File: config.mk
export PLATFORM = sky130hd
export DESIGN_NAME = ecg_beat_detector
export DESIGN_NICKNAME = d
export VERILOG_FILES = /design/src/rtl/ecg_beat_detector.sv
export SDC_FILE = /design/constraint.sdc
export NUM_CORES = 1
export LEC_CHECK = 0
export ABC_AREA = 0
export BUFFER_PORTS_ARGS = -buffer_cell sky130_fd_sc_hd__buf_2
export CAP_MARGIN = 10
export CORE_ASPECT_RATIO = 0.75
export CORE_MARGIN = 2
export CORE_UTILIZATION = 59
export DETAILED_ROUTE_END_ITERATION = 12
export GPL_TIMING_DRIVEN = 0
export PLACE_DENSITY_LB_ADDON = 0.1
export SYNTH_ARGS = -nofsm -noshare
export SYNTH_HDL_FRONTEND = slang
export SYNTH_SLANG_ARGS = --single-unit
File: constraint.sdc
create_clock -name clk -period 3.1 [get_ports clk]
set_clock_uncertainty 0.1 [all_clocks]
set_input_delay 0.62 -clock clk [delete_from_list [all_inputs] [get_ports clk]]
set_output_delay 0.62 -clock clk [all_outputs]
set_load 0.05 [all_outputs]
File: src/rtl/ecg_beat_detector.sv
// ecg_beat_detector: threshold/peak-tracking QRS detector with refractory blanking.
// Optional macro ECG_TIMEOUT_DECAY_EN halves max after TIMEOUT beatless samples.
module ecg_beat_detector #(
   parameter int DATA_WIDTH = 16,
   parameter int INIT_MAX   = 100,
   parameter int MIN_MAX    = 8,
   parameter int REFRACT    = 72,
   parameter int TIMEOUT    = 420,
   parameter int CNT_W      = 12
) (
   input  logic                         clk,
   input  logic                         rstn,
   input  logic                         en,
   input  logic signed [DATA_WIDTH-1:0] xin,
   input  logic                         xin_valid,
   output logic                         qrs,
   output logic signed [DATA_WIDTH-1:0] max,
   output logic        [CNT_W-1:0]      rr
);
   typedef enum logic [1:0] {SEARCH, TRACK, BLANK} state_t;
   localparam logic signed [DATA_WIDTH-1:0] INIT_V = DATA_WIDTH'(INIT_MAX);
   state_t                         state, state_n;
   logic signed [DATA_WIDTH-1:0]   peakf, peakf_n, max_n, thr, pk;
   logic        [CNT_W-1:0]        since_cnt, since_n, since_inc, blank_cnt, blank_n, rr_n;
   logic                           acc, beat;
`ifdef ECG_TIMEOUT_DECAY_EN
   localparam logic signed [DATA_WIDTH-1:0] MIN_V = DATA_WIDTH'(MIN_MAX);
   logic signed [DATA_WIDTH-1:0]   half;
   assign half = max >>> 1;
`endif
   assign thr       = max >>> 1;
   assign acc       = en && xin_valid;
   assign since_inc = (since_cnt == '1) ? since_cnt : since_cnt + CNT_W'(1);
   assign pk        = (xin > peakf) ? xin : peakf;
   always_comb begin
      state_n = state;
      peakf_n = peakf;
      max_n   = max;
      rr_n    = rr;
      since_n = since_cnt;
      blank_n = blank_cnt;
      beat    = 1'b0;
      if (acc) begin
         since_n = since_inc;
         case (state)
            SEARCH: begin
               if (xin > thr) begin
                  state_n = TRACK;
                  peakf_n = xin;
               end
`ifdef ECG_TIMEOUT_DECAY_EN
               else if (since_cnt >= CNT_W'(TIMEOUT - 1)) begin
                  max_n   = (half < MIN_V) ? MIN_V : half;
                  since_n = '0;
               end
`endif
            end
            TRACK: begin
               peakf_n = pk;
               if (xin < thr) begin
                  beat    = 1'b1;
                  max_n   = pk;
                  rr_n    = since_inc;
                  since_n = '0;
                  blank_n = '0;
                  state_n = BLANK;
               end
            end
            BLANK: begin
               blank_n = blank_cnt + CNT_W'(1);
               state_n = (blank_n >= CNT_W'(REFRACT - 1)) ? SEARCH : BLANK;
            end
            default: state_n = SEARCH;
         endcase
      end
   end
   // qrs follows beat every edge so it can never stretch while en is low
   always_ff @(posedge clk or negedge rstn) begin
      if (!rstn) begin
         state     <= SEARCH;
         qrs       <= 1'b0;
         max       <= INIT_V;
         rr        <= '0;
         peakf     <= '0;
         since_cnt <= '0;
         blank_cnt <= '0;
      end else begin
         state     <= state_n;
         qrs       <= beat;
         max       <= max_n;
         rr        <= rr_n;
         peakf     <= peakf_n;
         since_cnt <= since_n;
         blank_cnt <= blank_n;
      end
   end
endmodule

==> impl_metrics.yaml, run 1 <==
status:
  outcome: "completed"
floorplanning:
  die_h_um: 78.6
  rows: 27
  die_area_um2: 8140
  chipWidth_um: 104
  ios: 49
  design.core.area_um2: 7260
  initial_core_util_pct: 60.3
power:
  p_sw_share_pct: 46.5
  p_leak_nw: 2.42
  power.total_mw: 4.70
  pwr-share-seq_pct: 33.9
  combPwrFrac_pct: 51.8
  power-per-cell-area_nw_per_um2: 945
  clkPwrFrac_pct: 14.3
  p_switching_mw: 2.19
  ir_drop_mv: 0.696
  p_int_mw: 2.51
worst_setup_path:
  r2r_cells: 11
  r2r_end: "peakf[15]"
  cp_max_fo: 10
  cp.depth: 11
  startpoint_type: "flip-flop"
  timing.rr.start: "peakf[7]"
  required_ps: 3240
  critPathKind: "reg -> reg"
  rrSetupSlack_ps: 170
  cp_top_family: "compound AO/OA/AOI/OAI gates"
  worst-path-buf-inv: 3
  slowest_stage: "dfrtp_1"
  cpPeakStageDelay_ps: 390
  cp_cell_sequence: "inv_1, ha_1, and4_1, nand3_1, o221ai_1, a221o_1, nand3_2, o32a_1, clkbuf_4, buf_8, mux2_4"
  critPathArrivalTime_ps: 3060
  cp-end-kind: "flip-flop"
synth:
  yosys_warnings: 0
  syn_area_um2: 4380
  yosys.area.top_type: "dfrtp_1"
  synth_edf_count: 0
  synthArstFlopShare_pct: 100
  ys.flop_type: "dfrtp_1"
  ys_types: 53
  yosysMostFrequentCell: "dfrtp_1"
  ys_top_cells_by_count: "68 x dfrtp_1, 50 x a21oi_1, 48 x nor2_1, 40 x inv_1, 35 x ha_1"
  ys_seq_area_share_pct: 40.6
  syn_inst: 468
  synth_nets: 523
  postSynthAreaPerCell_um2: 9.37
  yosys-top-cells-area: "dfrtp_1 39%, ha_1 10%, a21oi_1 5.7%, mux2i_1 4.8%, nor2_1 4.1%"
  yosysTopAreaCellShare_pct: 38.8
  ys_seq_elements: 71
routing:
  antenna_left: 0
  drc: 0
  met2WireLength_um: 4610
  vias_per_cell: 5.74
  drt_iter0_drc: 188
  wl_um: 10100
  wl_met1_um: 4710
  wire_per_inst_um: 15.9
  topRoutingLayerUsed: "met4"
  drtPass1Iterations: 4
  vias: 3644
  wl_met3_um: 659
placement:
  placed_cell_area_um2: 4770
  hpwlAfterDp_um: 7280
  gp_congestion: 0.832
  dp.cells: 618
  port_buffers: 48
timing:
  slew_headroom_pct: 59.0
  fin_setup_tns_ps: 0
  worstMarginPinSlew_ps: 613
  setup_viol: 0
  max_freq_mhz: 341
  finalHoldViolations: 0
  layout_min_cycle_time_ps: 2930
  rsz0062_at_grt: "no"
  fin_crit_sh_pct: 94.5
  slew_violations: 0
global_routing:
  grtUsageTotal_pct: 26.1
  grt_pass1_wl_um: 17100
  grt_pass1_vias: 3525
  grt_max_degree: 38
  grt_overflow: 0
  antenna_found_initial: 0
layout:
  drive_gt1_share_pct: 18.9
  stdcell_count: 635
  antennaDiodeCount: 0
  finish.utilization_pct: 68.5
  design_area_um2: 4970
  multiInputGateArea_um2: 2360
  nets: 584
  seq_area_um2: 1780
  nFillCells: 593
  area_growth_pct: 13.4
clocking:
  clk_latency_ps: 360
  cts_tree: "built"
  numCtsBuffers: 9
  cts_buffer_depth: 2
  h-tree-depth: 3
  ctsHoldBuffers: 0
  root_buffer: "clkbuf_8"
  clock_sinks: 71
  cts.reportedPaths.clkPinSlew_ps: 70
hold_path:
  holdCritPathClass: "in -> async"
job:
  max_cap_violations: 0
==> logic make-up after synthesis <==
logic type | synth area share, %
xor gates and xnor gates | 2.40
buffers and inverters | 5.74
and+or+nand+nor | 16.4
DFF | 40.6
muxes | 10.3
adders and majority gates | 10.2
AOI/OAI and AO/OA | 14.3
==> routing by layer <==
metal | vias to the layer above | GRT usage [%]
met3 | 11 | 5.65
li1 | 1774 | -
met1 | 1754 | 36.4
met5 | - | 0
met4 | 0 | 7.16
met2 | 105 | 41.5
==> worst reg2reg max path: stages (launching register included) <==
cell and delay, ps:
dfrtp_1 390, inv_1 60, ha_1 280, and4_1 210, nand3_1 130, o221ai_1 260
a221o_1 210, nand3_2 250, o32a_1 250, clkbuf_4 190, buf_8 170, mux2_4 300
==> repair_timing <==
item | CTS | global route
resized for setup | 0 | 4
setup buffers | 0 | 2
endpoints found under the hold margin | 0 | 0
endpoints found under the setup margin | 0 | 61
==> power by group through the flow <==
stage / sequential [mW] / combinational [mW] / clock [mW]
6_report: 1.59 / 2.43 / 0.672
3_3_place_gp: 1.59 / 2.33 / 0
5_1_grt: 1.65 / 2.67 / 0.723
4_1_cts: 1.59 / 2.42 / 0.689
3_5_place_dp: 1.60 / 2.40 / 0
2_1_floorplan: 2.13 / 1.29 / 0
==> worst max-delay path by stage <==
stage | from | end | slack, ps
2_1_floorplan | max[15] | peakf[10] | 130
3_3_place_gp | xin[6] | peakf[15] | -160
3_5_place_dp | xin[5] | peakf[6] | -180
4_1_cts | max[6] | peakf[15] | 20
5_1_grt | max[15] | max[15] | 20
6_report | peakf[7] | peakf[15] | 170
==> registers in the layout, summed over array words and instances (netlist names) <==
name	count
since_cnt	12
max	16
blank_cnt	12
rr	12
state	2
qrs	1
peakf	16
==> area by class of cell <==
| type | count | share of cell area [%] |
|---|---|---|
| flip-flops and latches | 71 | 35.8 |
| well taps | 101 | 2.54 |
| repair buffers | 51 | 5.59 |
| multi-input cells | 337 | 47.4 |
| clock buffers | 12 | 3.12 |
| plain buffers | 19 | 2.14 |
| clock inverters | 4 | 0.403 |
| inverters | 40 | 3.02 |
==> cells in the final DEF (no fill, tap or decap), drive strengths merged, types with 2 or more instances in the layout <==
| cell | instances |
|---|---|
| dfrtp | 68 |
| buf | 61 |
| a21oi | 51 |
| nor2 | 48 |
| inv | 40 |
| ha | 35 |
| nand2 | 26 |
| mux2i | 21 |
| clkbuf | 21 |
| nand3 | 20 |
| mux2 | 18 |
| o21ai | 15 |
| nor3 | 11 |
| nand4 | 10 |
| nand2b | 7 |
| a21o | 7 |
| xnor2 | 7 |
| a31oi | 6 |
| xor2 | 5 |
| o211ai | 4 |
| or4 | 4 |
| or3 | 4 |
| and3 | 4 |
| nand3b | 4 |
| clkinv | 4 |
| o21a | 3 |
| o311ai | 3 |
| and4 | 3 |
| dfstp | 3 |
| and2 | 2 |
| o22ai | 2 |
| or2 | 2 |
==> stage by stage <==
| step | hold slack (ps) | setup slack (ps) |
|---|---|---|
| 3_3_place_gp | 383 | -161 |
| 4_1_cts | 127 | 18.6 |
| 5_1_grt | 148 | 15.8 |
| 3_5_place_dp | 388 | -182 |
| 2_1_floorplan | 224 | 129 |
| 6_report | 117 | 171 |
Note: power is estimated with default switching activity, not from simulation.
==> run 2, diff against run 1 <==
==> constraint.sdc (replaced) <==
create_clock -name clk -period 3.1 [get_ports clk]
set_clock_uncertainty 0.1 [all_clocks]
set_input_delay 0.93 -clock clk [delete_from_list [all_inputs] [get_ports clk]]
set_output_delay 0.93 -clock clk [all_outputs]
set_load 0.05 [all_outputs]
==> run 2 against run 1 <==
  * The flow now finishes with violations (negative setup slack)
  * Final cell count grew 1.1%
  * Global-route usage up 0.67 points
  * Sequential power is essentially flat
  * Total power rose by 8.4%
  * Routed wire length rose by 8.3%
  * Worst hold slack gained 270 ps
  * Critical path type is now in -> reg
  * Highest routed layer unchanged
==> impl_metrics.yaml, run 2 (synthesis results as in run 1) <==
status:
  outcome: "finished with violations"
  violations: "negative setup slack"
timing:
  rsz0062_at_grt: "yes"
  fin_crit_sh_pct: 101
  worstMarginPinSlew_ps: 895
  slew_violations: 0
  finalHoldViolations: 0
  max_freq_mhz: 319
  layout_min_cycle_time_ps: 3130
  setup_viol: 1
  setup_ws_ps: -31.7
  slew_headroom_pct: 40.3
routing:
  wl_um: 10900
  wire_per_inst_um: 17.0
  vias: 3769
  drt_iter0_drc: 215
  vias_per_cell: 5.87
  drtPass1Iterations: 5
  drc: 0
  antenna_left: 0
floorplanning:
  design.core.area_um2: 7260
  die_area_um2: 8140
  chipWidth_um: 104
  initial_core_util_pct: 60.3
  die_h_um: 78.6
  ios: 49
  rows: 27
power:
  p_leak_nw: 2.49
  ir_drop_mv: 0.631
  power-per-cell-area_nw_per_um2: 975
layout:
  stdcell_count: 642
  nFillCells: 549
  nets: 591
  drive_gt1_share_pct: 21.6
  antennaDiodeCount: 0
  final_cell_mix: "68 x dfrtp_1, 50 x a21oi_1, 48 x nor2_1"
  top_regs: "max: 16 flops, peakf: 16 flops"
  area_growth_pct: 19.2
  final_common_cell: "dfrtp_1"
  design_area_um2: 5230
clocking:
  clock_sinks: 71
  root_buffer: "clkbuf_8"
  h-tree-depth: 3
  cts_buffer_depth: 2
  cts_tree: "built"
  cts.reportedPaths.clkPinSlew_ps: 70
  numCtsBuffers: 9
  clk_latency_ps: 360
  ctsHoldBuffers: 0
global_routing:
  grt_max_degree: 72
  antenna_found_initial: 0
  grt_pass1_wl_um: 17300
  grtUsageTotal_pct: 26.8
  grt_pass1_vias: 3599
  grt_overflow: 0
placement:
  dp.cells: 617
  preCtsSetupSlack_ps: -466
  hpwlAfterDp_um: 7230
  placed_cell_area_um2: 4780
  gp_congestion: 0.841
  port_buffers: 48
worst_setup_path:
  r2r_end: "blank_cnt[8]"
  r2r_cells: 10
  required_ps: 3250
  cp-end-kind: "flip-flop"
  critPathKind: "in -> reg"
  startpoint_type: "primary input"
  cp_max_fo: 7
  rrSetupSlack_ps: 130
  critPathArrivalTime_ps: 3280
  timing.rr.start: "max[10]"
hold_path:
  holdPathEnd: "rr[11]"
  min_path_cells: 2
  holdCritPathClass: "reg -> reg"
  hp-start: "rr[11]"
job:
  max_cap_violations: 0
## run 2: cell types whose count changed in the layout (fill, tap and decap cells not counted), sizes merged
cell and delta:
clkinvlp +2, clkinv -3, buf +9, bufinv +2
clkbuf -3
## run 2: area by class of cell
class	instances	area, um2	share of cell area [%]
multi-input cells	337	2440	46.8
flip-flops and latches	71	1780	34.1
repair buffers	58	358	6.85
clock buffers	11	151	2.90
inverters	40	150	2.87
plain buffers	19	136	2.61
well taps	101	126	2.42
clock inverters	5	80.1	1.53
## run 2: stage by stage
step | power (mW) | util [%] | hold slack (ps) | TNS (ps)
after floorplan | 3.45 | - | 384 | 0
after global placement | 3.96 | 65.8 | 379 | -20460
after detailed placement | 4.05 | 65.9 | 388 | -24220
after CTS | 4.95 | 69.2 | 402 | 0
after global routing | 5.43 | 72.0 | 416 | -525
final | 5.10 | 72.0 | 387 | -31.7
## run 2: timing repair
item | in CTS | in global routing
cloned | 0 | 1
setup buffers | 1 | 8
endpoints found under the setup margin | 34 | 53
pin swaps | 2 | 17
resized for setup | 2 | 38
## run 2: worst max-delay path, stage by stage
cell and delay (ps):
buf_6 110, ha_4 270, nand4_1 140, or2_1 290, a211o_1 340, a311o_1 390, a21oi_4 310, buf_6 190
mux2i_1 70, a22o_1 220
## run 2: worst max-delay path by stage
stage / start / end / slack [ps] / depth (start not counted)
floorplan: xin[6] / peakf[10] / 2 / 9
global placement: xin[11] / blank_cnt[1] / -400 / 10
detailed placement: xin[11] / max[14] / -470 / 10
CTS: xin[6] / peakf[14] / 3 / 10
global route: xin[11] / blank_cnt[8] / -60 / 10
finish: xin[11] / blank_cnt[8] / -30 / 10
## run 2: power by group
group / switching (mW) / internal, mW
registers: 0.309 / 1.29
clock network: 0.366 / 0.496
logic: 1.63 / 0.997
total: 2.31 / 2.79
## run 2: routing by layer
metal  wire length (um)  up-vias  GRT usage (%)
met2               5030      133           43.0
li1                   -     1797              -
met4                199        0           8.78
met5                  0        -              0
met1               4980     1820           36.4
met3                692       19           5.81
==> run 3, diff against run 2 <==
==> constraint.sdc (replaced) <==
create_clock -name clk -period 3.3 [get_ports clk]
set_clock_uncertainty 0.1 [all_clocks]
set_input_delay 0.99 -clock clk [delete_from_list [all_inputs] [get_ports clk]]
set_output_delay 0.99 -clock clk [all_outputs]
set_load 0.05 [all_outputs]
==> run 3 against run 2 <==
  * The run now ends clean
  * Combinational power shrank 12%
  * Sequential power fell by 6%
  * Count of clock-buffer cells in the layout is 1 higher
  * Critical path type unchanged
  * Sequential share of layout area rose by 1.5 points
  * Flip-flop and latch count is the same
  * Via count shrank 2.9%
  * Routed wire length fell by 6.9%
==> impl_metrics.yaml, run 3 (synthesis results as in run 1) <==
power:
  ir_drop_mv: 0.666
  p_int_mw: 2.38
  power-per-cell-area_nw_per_um2: 887
  combPwrFrac_pct: 52.1
  p_switching_mw: 2.07
  p_sw_share_pct: 46.5
  pwr-share-seq_pct: 33.7
  p_leak_nw: 2.42
  clkPwrFrac_pct: 14.2
layout:
  final_cell_mix: "68 x dfrtp_1, 50 x a21oi_1, 50 x buf_2"
  antennaDiodeCount: 0
  nets: 584
  design_area_um2: 5010
  area_growth_pct: 14.2
  final_common_cell: "dfrtp_1"
  nFillCells: 587
  top_regs: "max: 16 flops, peakf: 16 flops"
  drive_gt1_share_pct: 19.5
worst_setup_path:
  critPathKind: "in -> reg"
  r2r_cells: 10
  startpoint_type: "primary input"
  cp_top_family: "compound AO/OA/AOI/OAI gates"
  required_ps: 3430
  cp_max_fo: 10
  cp.depth: 11
  worst-path-buf-inv: 3
  critPathArrivalTime_ps: 3310
  slowest_stage: "ha_2"
  cp_cell_sequence: "buf_2, ha_2, nand4_1, or2_1, a211o_1, nand3_1, nor2_1, o32a_1, buf_4, buf_8, mux2_4"
  cp-end-kind: "flip-flop"
  cpPeakStageDelay_ps: 370
clocking:
  numCtsBuffers: 9
  root_buffer: "clkbuf_8"
  clk_latency_ps: 350
  cts_tree: "built"
  h-tree-depth: 3
  cts_buffer_depth: 2
  cts.reportedPaths.clkPinSlew_ps: 70
  clock_sinks: 71
  ctsHoldBuffers: 0
timing:
  layout_min_cycle_time_ps: 3170
  slew_headroom_pct: 57.7
  rsz0062_at_grt: "no"
  max_freq_mhz: 315
  finalHoldViolations: 0
  worstMarginPinSlew_ps: 632
  setup_viol: 0
  fin_setup_tns_ps: 0
  fin_crit_sh_pct: 96.2
  slew_violations: 0
routing:
  drc: 0
  wl_um: 10200
  vias: 3660
  drt_iter0_drc: 192
  wire_per_inst_um: 16.0
  drtPass1Iterations: 5
  vias_per_cell: 5.76
  antenna_left: 0
global_routing:
  grt_max_degree: 38
  grt_overflow: 0
  grt_pass1_wl_um: 17100
  grtUsageTotal_pct: 26.1
  grt_pass1_vias: 3525
  antenna_found_initial: 0
floorplanning:
  ios: 49
  chipWidth_um: 104
  design.core.area_um2: 7260
  initial_core_util_pct: 60.3
  die_area_um2: 8140
  rows: 27
  die_h_um: 78.6
placement:
  hpwlAfterDp_um: 7280
  placed_cell_area_um2: 4770
  port_buffers: 48
  gp_congestion: 0.832
status:
  outcome: "completed"
hold_path:
  holdCritPathClass: "reg -> reg"
  min_path_cells: 2
job:
  max_cap_violations: 0
-- run 3: changes by cell type in the layout (fill, tap and decap cells not counted), moves of 2 or more --
cell,change
buf_2,+6
clkinv_2,+3
ha_1,+3
o21ai_1,-3
ha_4,-4
bufinv_16,-2
buf_4,-3
buf_6,-11
clkinvlp_4,-2
o21ai_0,+3
-- run 3: worst reg2reg max path: stages (launching register included) --
cell and delay, ps:
dfstp_2 540, inv_1 40, ha_1 290, a21oi_1 210, o21ai_0 140, a211oi_2 330
a31oi_2 150, o32a_1 360, buf_4 180, buf_8 160, mux2_4 310
-- run 3: power groups by stage --
stage	Combinational, mW	Clock [mW]	Sequential, mW
global placement	2.19	0	1.49
global route	2.53	0.678	1.55
detailed placement	2.26	0	1.51
CTS	2.27	0.648	1.50
finish	2.31	0.631	1.50
floorplan	1.21	0	2.00
-- run 3: stage by stage --
| step | power [mW] | cells | setup WS (ps) | hold WS [ps] | util (%) |
|---|---|---|---|---|---|
| floorplan | 3.21 | 468 | 67.3 | 384 | - |
| global placement | 3.68 | 617 | -331 | 383 | 65.4 |
| detailed placement | 3.76 | 618 | -352 | 388 | 65.7 |
| CTS | 4.41 | 634 | 25.2 | 404 | 68.1 |
| global route | 4.76 | 635 | 2.86 | 438 | 68.9 |
| finish | 4.44 | 635 | 127 | 394 | 68.9 |
-- run 3: layout make-up --
| class | instances | area, um2 | area share (%) |
|---|---|---|---|
| inverters | 40 | 150 | 3.00 |
| repair buffers | 51 | 278 | 5.55 |
| multi-input cells | 337 | 2380 | 47.6 |
| plain buffers | 19 | 113 | 2.25 |
| flip-flops and latches | 71 | 1780 | 35.6 |
| well taps | 101 | 126 | 2.52 |
| clock inverters | 4 | 20.0 | 0.400 |
| clock buffers | 12 | 155 | 3.10 |
-- run 3: final timing paths --
path                                 to  slack, ps  startpoint
max                           peakf[15]        130     xin[15]
min                              rr[11]        390      rr[11]
max reg2reg                   peakf[15]        380      max[6]
min reg2reg                      rr[11]        390      rr[11]
max in group asynchronous         rr[1]       2050        rstn
min in group asynchronous  blank_cnt[5]        490        rstn
-- run 3: repair_timing --
| item | in CTS | in global routing |
|---|---|---|
| setup buffers | 0 | 2 |
| gates resized for setup | 0 | 14 |
| setup endpoints to repair | 0 | 57 |
-- run 3: metal layers --
metal	track usage (%)	part of all wire [%]	wire length [um]
met5	0	0	0
met1	36.4	47	4800
met4	7.16	1.0	104
met2	41.5	45	4600
met3	5.65	6.4	646
